`config.mk`:
```
export PLATFORM = sky130hd
export DESIGN_NAME = fetch_unit_flat
export DESIGN_NICKNAME = d
export VERILOG_FILES = /design/src/rtl/fetch_unit_pkg.sv /design/src/rtl/fetch_unit_if.sv /design/src/rtl/fetch_perf_counter.sv /design/src/rtl/fetch_unit.sv /design/src/flat_wrapper.sv
export SDC_FILE = /design/constraint.sdc
export NUM_CORES = 1
export LEC_CHECK = 0
export CAP_MARGIN = 20
export CORE_MARGIN = 2
export CORE_UTILIZATION = 60
export CTS_CLUSTER_SIZE = 8
export DETAILED_ROUTE_END_ITERATION = 16
export DONT_BUFFER_PORTS = 1
export HOLD_SLACK_MARGIN = 0.15
export PLACE_DENSITY = 0.72
export SETUP_SLACK_MARGIN = 0.15
export SLEW_MARGIN = 30
export SYNTH_ARGS = -nofsm -noshare
export SYNTH_HDL_FRONTEND = slang
export SYNTH_SLANG_ARGS = --single-unit
```
`constraint.sdc`:
```
create_clock -name clk -period 17.3 [get_ports clk]
set_input_delay 4.325 -clock clk [delete_from_list [all_inputs] [get_ports clk]]
set_output_delay 4.325 -clock clk [all_outputs]
set_load 0.01 [all_outputs]
```
`src/rtl/fetch_unit_pkg.sv`:
```
// Shared types for the fetch stage: fixed-width words, the decode hand-off
// record, the fetch FSM states and the reset PC.
package fetch_unit_pkg;

  typedef logic [63:0] u64;
  typedef logic [31:0] u32;

  localparam u64 PC_RESET_DEFAULT = 64'h0000_0000_8000_0000;

  typedef enum logic [1:0] {
    REQ,
    DROP,
    OUT
  } fetch_state_t;

  typedef struct packed {
    u64   pc;
    u32   raw_instr;
    logic valid;
  } fetch_data_t;

  // Sequential successor; plain 64-bit add so it wraps at 2^64.
  function automatic u64 next_seq_pc(input u64 pc);
    return pc + 64'd4;
  endfunction

endpackage

```
`src/rtl/fetch_unit_if.sv`:
```
// Instruction-bus, pipeline-control and decode hand-off signals of the fetch stage.
// The master side is the fetch unit; the slave side is bus, decode and redirect logic.
interface fetch_unit_if;
  import fetch_unit_pkg::*;

  logic        ireq_valid;
  u64          ireq_addr;
  logic        iresp_data_ok;
  u32          iresp_data;
  logic        stall;
  logic        redirect;
  u64          redirect_pc;
  fetch_data_t dataF_nxt;

  modport master (
    output ireq_valid, ireq_addr, dataF_nxt,
    input  iresp_data_ok, iresp_data, stall, redirect, redirect_pc
  );

  modport slave (
    input  ireq_valid, ireq_addr, dataF_nxt,
    output iresp_data_ok, iresp_data, stall, redirect, redirect_pc
  );

endinterface

```
`src/rtl/fetch_perf_counter.sv`:
```
// Fetch performance counters (FETCH_PERF_CNT_EN builds only); 1-cycle update latency.
// No backpressure: each counter increments on its strobe and wraps at 2^64.
`ifdef FETCH_PERF_CNT_EN
module fetch_perf_counter
  import fetch_unit_pkg::*;
(
  input  logic clk,
  input  logic reset,
  input  logic fetched_inc,
  input  logic bus_wait_inc,
  output u64   perf_fetched,
  output u64   perf_bus_wait
);

  always_ff @(posedge clk or posedge reset) begin
    if (reset) begin
      perf_fetched  <= '0;
      perf_bus_wait <= '0;
    end else begin
      if (fetched_inc)  perf_fetched  <= perf_fetched + 64'd1;
      if (bus_wait_inc) perf_bus_wait <= perf_bus_wait + 64'd1;
    end
  end

endmodule
`endif

```
`src/rtl/fetch_unit.sv`:
```
// Single-outstanding instruction fetch; output valid the cycle after data_ok (>=2 cycles/instr).
// stall holds the presented instruction; redirect flushes. FETCH_PERF_CNT_EN adds perf counters.
module fetch_unit
  import fetch_unit_pkg::*;
#(
  parameter u64 PC_RESET = PC_RESET_DEFAULT
)
(
  input  logic           clk,
  input  logic           reset,
  fetch_unit_if.master   bus
`ifdef FETCH_PERF_CNT_EN
  ,
  output u64             perf_fetched,
  output u64             perf_bus_wait
`endif
);

  fetch_state_t state, state_nxt;
  u64           pc, pc_nxt;
  u64           pend_pc, pend_pc_nxt;
  u32           instr_q, instr_nxt;

  always_ff @(posedge clk or posedge reset) begin
    if (reset) begin
      state   <= REQ;
      pc      <= PC_RESET;
      pend_pc <= '0;
      instr_q <= '0;
    end else begin
      state   <= state_nxt;
      pc      <= pc_nxt;
      pend_pc <= pend_pc_nxt;
      instr_q <= instr_nxt;
    end
  end

  always_comb begin
    state_nxt   = state;
    pc_nxt      = pc;
    pend_pc_nxt = pend_pc;
    instr_nxt   = instr_q;
    case (state)
      REQ: begin
        if (bus.iresp_data_ok && !bus.redirect) begin
          instr_nxt = bus.iresp_data;
          state_nxt = OUT;
        end else if (bus.redirect && !bus.iresp_data_ok) begin
          // The issued request must complete before the new target can be sent.
          pend_pc_nxt = bus.redirect_pc;
          state_nxt   = DROP;
        end else if (bus.redirect && bus.iresp_data_ok) begin
          pc_nxt = bus.redirect_pc;
        end
      end
      DROP: begin
        if (bus.redirect) pend_pc_nxt = bus.redirect_pc;
        if (bus.iresp_data_ok) begin
          pc_nxt    = bus.redirect ? bus.redirect_pc : pend_pc;
          state_nxt = REQ;
        end
      end
      OUT: begin
        if (bus.redirect) begin
          pc_nxt    = bus.redirect_pc;
          state_nxt = REQ;
        end else if (!bus.stall) begin
          pc_nxt    = next_seq_pc(pc);
          state_nxt = REQ;
        end
      end
      default: state_nxt = REQ;
    endcase
  end

  always_comb begin
    bus.ireq_valid = 1'b0;
    bus.ireq_addr  = pc;
    bus.dataF_nxt  = '0;
    if (state != OUT && !reset) bus.ireq_valid = 1'b1;
    if (state == OUT) begin
      bus.dataF_nxt.pc        = pc;
      bus.dataF_nxt.raw_instr = instr_q;
      bus.dataF_nxt.valid     = !bus.redirect;
    end
  end

`ifdef FETCH_PERF_CNT_EN
  fetch_perf_counter u_perf (
    .clk           (clk),
    .reset         (reset),
    .fetched_inc   (state == OUT && !bus.stall && !bus.redirect),
    .bus_wait_inc  (state != OUT && !bus.iresp_data_ok),
    .perf_fetched  (perf_fetched),
    .perf_bus_wait (perf_bus_wait)
  );
`endif

  // A response can only belong to an outstanding request.
  a_no_resp_in_out: assert property (@(posedge clk) disable iff (reset)
    !(state == OUT && bus.iresp_data_ok));

endmodule
```
`src/flat_wrapper.sv`:
```
// flat-port wrapper written by rule: the top's interface ports become plain ports
module fetch_unit_flat import fetch_unit_pkg::*;
#(
  parameter u64 PC_RESET = PC_RESET_DEFAULT
)
  (clk, reset, bus_ireq_valid, bus_ireq_addr, bus_dataF_nxt, bus_iresp_data_ok, bus_iresp_data, bus_stall, bus_redirect, bus_redirect_pc);
  fetch_unit_if bus_i ();
  input  logic clk;
  input  logic reset;
  output wire logic [$bits(bus_i.ireq_valid)-1:0] bus_ireq_valid;
  output wire logic [$bits(bus_i.ireq_addr)-1:0] bus_ireq_addr;
  output wire logic [$bits(bus_i.dataF_nxt)-1:0] bus_dataF_nxt;
  input wire logic [$bits(bus_i.iresp_data_ok)-1:0] bus_iresp_data_ok;
  input wire logic [$bits(bus_i.iresp_data)-1:0] bus_iresp_data;
  input wire logic [$bits(bus_i.stall)-1:0] bus_stall;
  input wire logic [$bits(bus_i.redirect)-1:0] bus_redirect;
  input wire logic [$bits(bus_i.redirect_pc)-1:0] bus_redirect_pc;
  assign bus_ireq_valid = bus_i.ireq_valid;
  assign bus_ireq_addr = bus_i.ireq_addr;
  assign bus_dataF_nxt = bus_i.dataF_nxt;
  assign bus_i.iresp_data_ok = bus_iresp_data_ok;
  assign bus_i.iresp_data = bus_iresp_data;
  assign bus_i.stall = bus_stall;
  assign bus_i.redirect = bus_redirect;
  assign bus_i.redirect_pc = bus_redirect_pc;
  fetch_unit #(.PC_RESET(PC_RESET)) u_core (.clk(clk), .reset(reset), .bus(bus_i));
endmodule
```
After elaboration in Yosys (flattened, before gate mapping)

Cells that the tools add are included.

Bits in registers: 162
Bits in latches: 0
Bits in writable memories: 0
Memory bits (read-only): 0
Input bits: 101
Output and inout bits: 162
Word-level logic and storage cells: 48
Memories kept: 0

$add $sub $neg: 1
Multiply operators: 0
Div/mod/pow operators: 0
Magnitude comparators: 0
Equal/unequal tests: 10
Shift-type cells: 0
Multiplexer cells: 19
Bitwise logic cells: 0
Reduce and logical (&&, ||, !) cells: 14

Operators with widths:

| operator                | number |
|---|---|
| $mux W64                | 9 |
| $pmux W64 S3            | 1 |
| $pmux W64 S2            | 1 |
| $mux W97                | 1 |
| $add A64 B3 Y64 const B | 1 |
| $mux W2                 | 5 |
| $ne A2 B2 Y1 const B    | 4 |
| $pmux W2 S3             | 1 |
| $reduce_and A3 Y1       | 2 |
| $reduce_and A6 Y1       | 1 |
| $logic_and A1 B1 Y1     | 4 |
| $ne A2 B1 Y1 const B    | 2 |
| $logic_not A1 Y1        | 3 |
| $ne A3 B1 Y1 const B    | 1 |
| $ne A3 B3 Y1 const B    | 1 |
| $reduce_bool A3 Y1      | 1 |
| $eq A2 B1 Y1 const B    | 1 |
| $eq A2 B2 Y1 const B    | 1 |
| $logic_not A2 Y1        | 1 |
| $reduce_and A2 Y1       | 1 |
| $reduce_bool A2 Y1      | 1 |
| $mux W1                 | 1 |

Depth between registers and ports, before layout

Word-level depth: 5
Depth in mapped cells: 11
Mapped depth without buffers: 9

Worst setup path before layout

OpenSTA, ideal clock, no wires.

Path type: input-to-output
Start point: input port bus_redirect
End point: output port bus_dataF_nxt[0]
Arrival time: 4986 ps
Data required time: 12975 ps
Slack: 7989 ps
Stages on the path: 5
Path buffers: 2
Path through: buf_2 > inv_2 > nand2_1 > inv_2 > buf_2

Longest elaborated chain between the ends: 2

Ends and longest elaborated chain:

| element          | RTL line           | source |
|---|---|---|
| from (decl)      | flat_wrapper.sv:16 | `input wire logic [$bits(bus_i.redirect)-1:0] bus_redirect;` |
| $logic_not A1 Y1 | fetch_unit.sv:84   | `bus.dataF_nxt.valid = !bus.redirect;` |
| $mux W97         | fetch_unit.sv:81   | `if (state == OUT) begin` |
| to (decl)        | flat_wrapper.sv:12 | `output wire logic [$bits(bus_i.dataF_nxt)-1:0] bus_dataF_nxt;` |

Every way passes these cells.

Final worst setup path

Same ends and word-level chain as after synthesis.

==> results.json <==
{
  "maxCapViolCount": 0,
  "p_leak_uw": 0.004195,
  "cp.arrival_ns": 5.65,
  "grt_max_degree": 110,
  "skew_ns": 0.007481,
  "power.total_uw": 2271,
  "ys_async_sr_fraction_pct": 100.0,
  "dieArea_um2": 17440,
  "swShare_pct": 44.74,
  "syn-instance-count": 1054,
  "grt_pass1_wl_um": 44050,
  "wl_per_cell_um": 22.57,
  "min_period_ns": 9.976,
  "netlist_area_um2": 9839,
  "drive_gt1_share_pct": 17.16,
  "numPortBuffers": 0,
  "ys_seq_area_share_pct": 41.21,
  "synth_seq_cells": 162,
  "power.internal_uw": 1255,
  "clock-sinks": 162,
  "place_hpwl_um": 17590,
  "htree_levels": 4,
  "fill_cells": 1304,
  "setup_viol": 0,
  "initialDrtViolationCount": 815,
  "cts_tree": "yes",
  "vias_per_cell": 6.831,
  "cts.reportedPaths.clkPinSlew_ns": 0.06,
  "whs_path_depth": 1,
  "rsz0062_at_grt": "no",
  "crit_type": "input pin to output pin",
  "min_from": "u_core.instr_q[15]",
  "fin_setup_tns_ns": 0,
  "p_switching_uw": 1016,
  "min_period_over_period_pct": 57.67,
  "die_h_um": 132.1,
  "post_cts_resized": 0,
  "yosys_warnings": 0,
  "grt_pass1_vias": 7984,
  "grt.total_usage_pct": 31.56,
  "peakVddDrop_uv": 128.7,
  "drt_pass1_iterations": 6,
  "io_pins": 263,
  "fmax_mhz": 100.2,
  "antenna_found_initial": 0,
  "slew_headroom_pct": 34.64,
  "routabilityCongestion": 0.8664,
  "p_comb_share_pct": 45.4,
  "slew_viol_final": 0,
  "cts_buffers": 17,
  "ctsHoldBuffers": 0,
  "cp.required_ns": 12.98,
  "synth.distinct_cells": 73,
  "antenna_cells": 0,
  "worst_r2r_path_depth": 10,
  "power_density_nw_per_um2": 215.4,
  "root_buffer": "clkbuf_16",
  "rows": 46,
  "syn2layout_area_growth_pct": 7.146,
  "vias": 8402,
  "p_clk_share_pct": 18.1,
  "insertion_delay_ns": 0.44,
  "core_area_um2": 15940,
  "outcome": "finished clean",
  "overflow": 0,
  "finalHoldViolations": 0,
  "worstMarginPinSlew_ns": 0.9714,
  "drc": 0,
  "syn-num-nets": 1160,
  "clock_path_buffers": 2,
  "synth_edf_count": 0,
  "fin_nets": 1107,
  "postCtsSetupRepairBufs": 0,
  "cp-startpoint": "bus_redirect",
  "r2r-start": "u_core.state[0]",
  "drt_wl_total_um": 27770,
  "hold_class": "flop to flop",
  "synth.avg_cell_area_um2": 9.335,
  "worstPathMaxFanout": 64,
  "die_x_um": 132.1,
  "synth_ff_type": "dfrtp_1",
  "drtAntennaViolNets": 0,
  "critical_path.startpoint_type": "input pin",
  "start_util_pct": 61.72,
  "end_kind": "output pin",
  "sequentialPowerShare_pct": 36.5
}
-- routing by layer --
metal / track usage, % / vias to the layer above / wire, um
met2: 49.97 / 448 / 12940
li1: - / 3789 / -
met4: 10.27 / 0 / 499
met1: 42.26 / 4119 / 11570
met3: 8.651 / 46 / 2764
met5: 0 / - / 0
-- layout make-up --
| type | instances | area [um2] | share of cell area [%] |
|---|---|---|---|
| sequential | 162 | 4055 | 38.46 |
| clock buffer | 18 | 429.2 | 4.071 |
| tap | 216 | 270.3 | 2.563 |
| timing repair buffer | 14 | 125.1 | 1.187 |
| inverter | 20 | 82.58 | 0.7833 |
| clock inverter | 14 | 201.4 | 1.911 |
| multi-input combinational | 786 | 5379 | 51.02 |
-- metrics by stage --
step	area, um2	hold WS, ns	worst slack, ns	std cells	utilization (%)
after floorplan	9839	0.4705	7.989	1054	-
after global placement	9881	0.4786	7.423	1197	61.98
after detailed placement	9912	0.4860	7.386	1198	62.17
after CTS	10540	0.5007	7.368	1230	66.13
after global routing	10540	0.5132	7.267	1230	66.13
final	10540	0.4993	7.324	1230	66.13
-- synth_stat cells, types with 6 or more instances --
| cell | n | area share [%] |
|---|---|---|
| inv_1 | 18 | 0.69 |
| dfrtp_1 | 161 | 41 |
| a22o_1 | 17 | 1.5 |
| and2_1 | 104 | 6.6 |
| o21a_1 | 6 | 0.46 |
| nor2_1 | 57 | 2.2 |
| nand2_1 | 71 | 2.7 |
| a311oi_1 | 8 | 0.71 |
| and4_1 | 9 | 0.80 |
| mux2_2 | 99 | 11 |
| clkbuf_1 | 66 | 2.5 |
| a31oi_1 | 21 | 1.3 |
| buf_2 | 11 | 0.56 |
| and3_1 | 12 | 0.76 |
| a21o_1 | 6 | 0.46 |
| a41oi_1 | 6 | 0.53 |
| nand3_1 | 24 | 1.2 |
| a221oi_1 | 9 | 0.80 |
| o22ai_1 | 8 | 0.51 |
| nor4_1 | 7 | 0.45 |
| buf_1 | 7 | 0.27 |
| nor3_1 | 16 | 0.81 |
| o211ai_1 | 9 | 0.69 |
| o21ai_0 | 114 | 5.8 |
| a21oi_1 | 39 | 2.0 |
| nand4_1 | 20 | 1.3 |
| a221o_1 | 7 | 0.71 |
| o31ai_1 | 6 | 0.46 |
| a22oi_1 | 17 | 1.3 |
| xnor2_1 | 11 | 0.98 |
-- critical path: stages --
cell and delay [ns]:
inv_2 0.26, nand2_1 0.40, inv_2 0.64
-- final timing paths --
check | end | slack (ns)
min in group asynchronous | u_core.bus.ireq_addr[34] | 3.88
max in group asynchronous | u_core.instr_q[11] | 12.18
worst min register to register | u_core.instr_q[15] | 0.50
worst max-delay path | bus_dataF_nxt[0] | 7.32
worst max register to register | u_core.bus.ireq_addr[62] | 13.45
worst min-delay path | u_core.instr_q[15] | 0.50
-- power groups by stage --
stage	registers (uW)	clock network, uW	logic [uW]
3_3_place_gp	821	0	991
2_1_floorplan	745	0	837
5_1_grt	859	428	1130
4_1_cts	823	413	1020
3_5_place_dp	828	0	1020
6_report	828	412	1030
-- sequential cells by signal (all words and copies together), names as in the netlist --
name and flops:
u_core.pend_pc 64, u_core.bus.ireq_addr 64, u_core.instr_q 32, u_core.state 2
-- cell families (layout without fill, tap and decap cells) --
group | after synthesis | in the layout | synth area share, %
muxes | 103 | 103 | 11.74
AOI/OAI and AO/OA | 316 | 316 | 21.47
xor gates and xnor gates | 14 | 14 | 1.246
adders and majority gates | 5 | 5 | 0.6358
buffers and inverters | 106 | 66 | 4.298
and+or+nand+nor | 348 | 348 | 19.41
DFF | 162 | 162 | 41.21
-- cells in the final DEF (no fill, tap or decap), types with 5 or more instances in the layout --
cell and instances:
dfrtp_1 161, o21ai_0 114, and2_1 103, mux2_2 99, nand2_1 71, nor2_1 57
a21oi_1 39, nand3_1 24, a31oi_1 21, nand4_1 20, a22o_1 17, inv_1 17
a22oi_1 17, clkbuf_16 17, nor3_1 16, buf_4 13, and3_1 12, xnor2_1 11
and4_1 9, a221oi_1 9, o211ai_1 9, o22ai_1 8, a311oi_1 8, nor4_1 7
a221o_1 7, o21a_1 6, a41oi_1 6, o31ai_1 6, a21o_1 6, clkinvlp_4 5
Power figures use the tool's default switching activity.
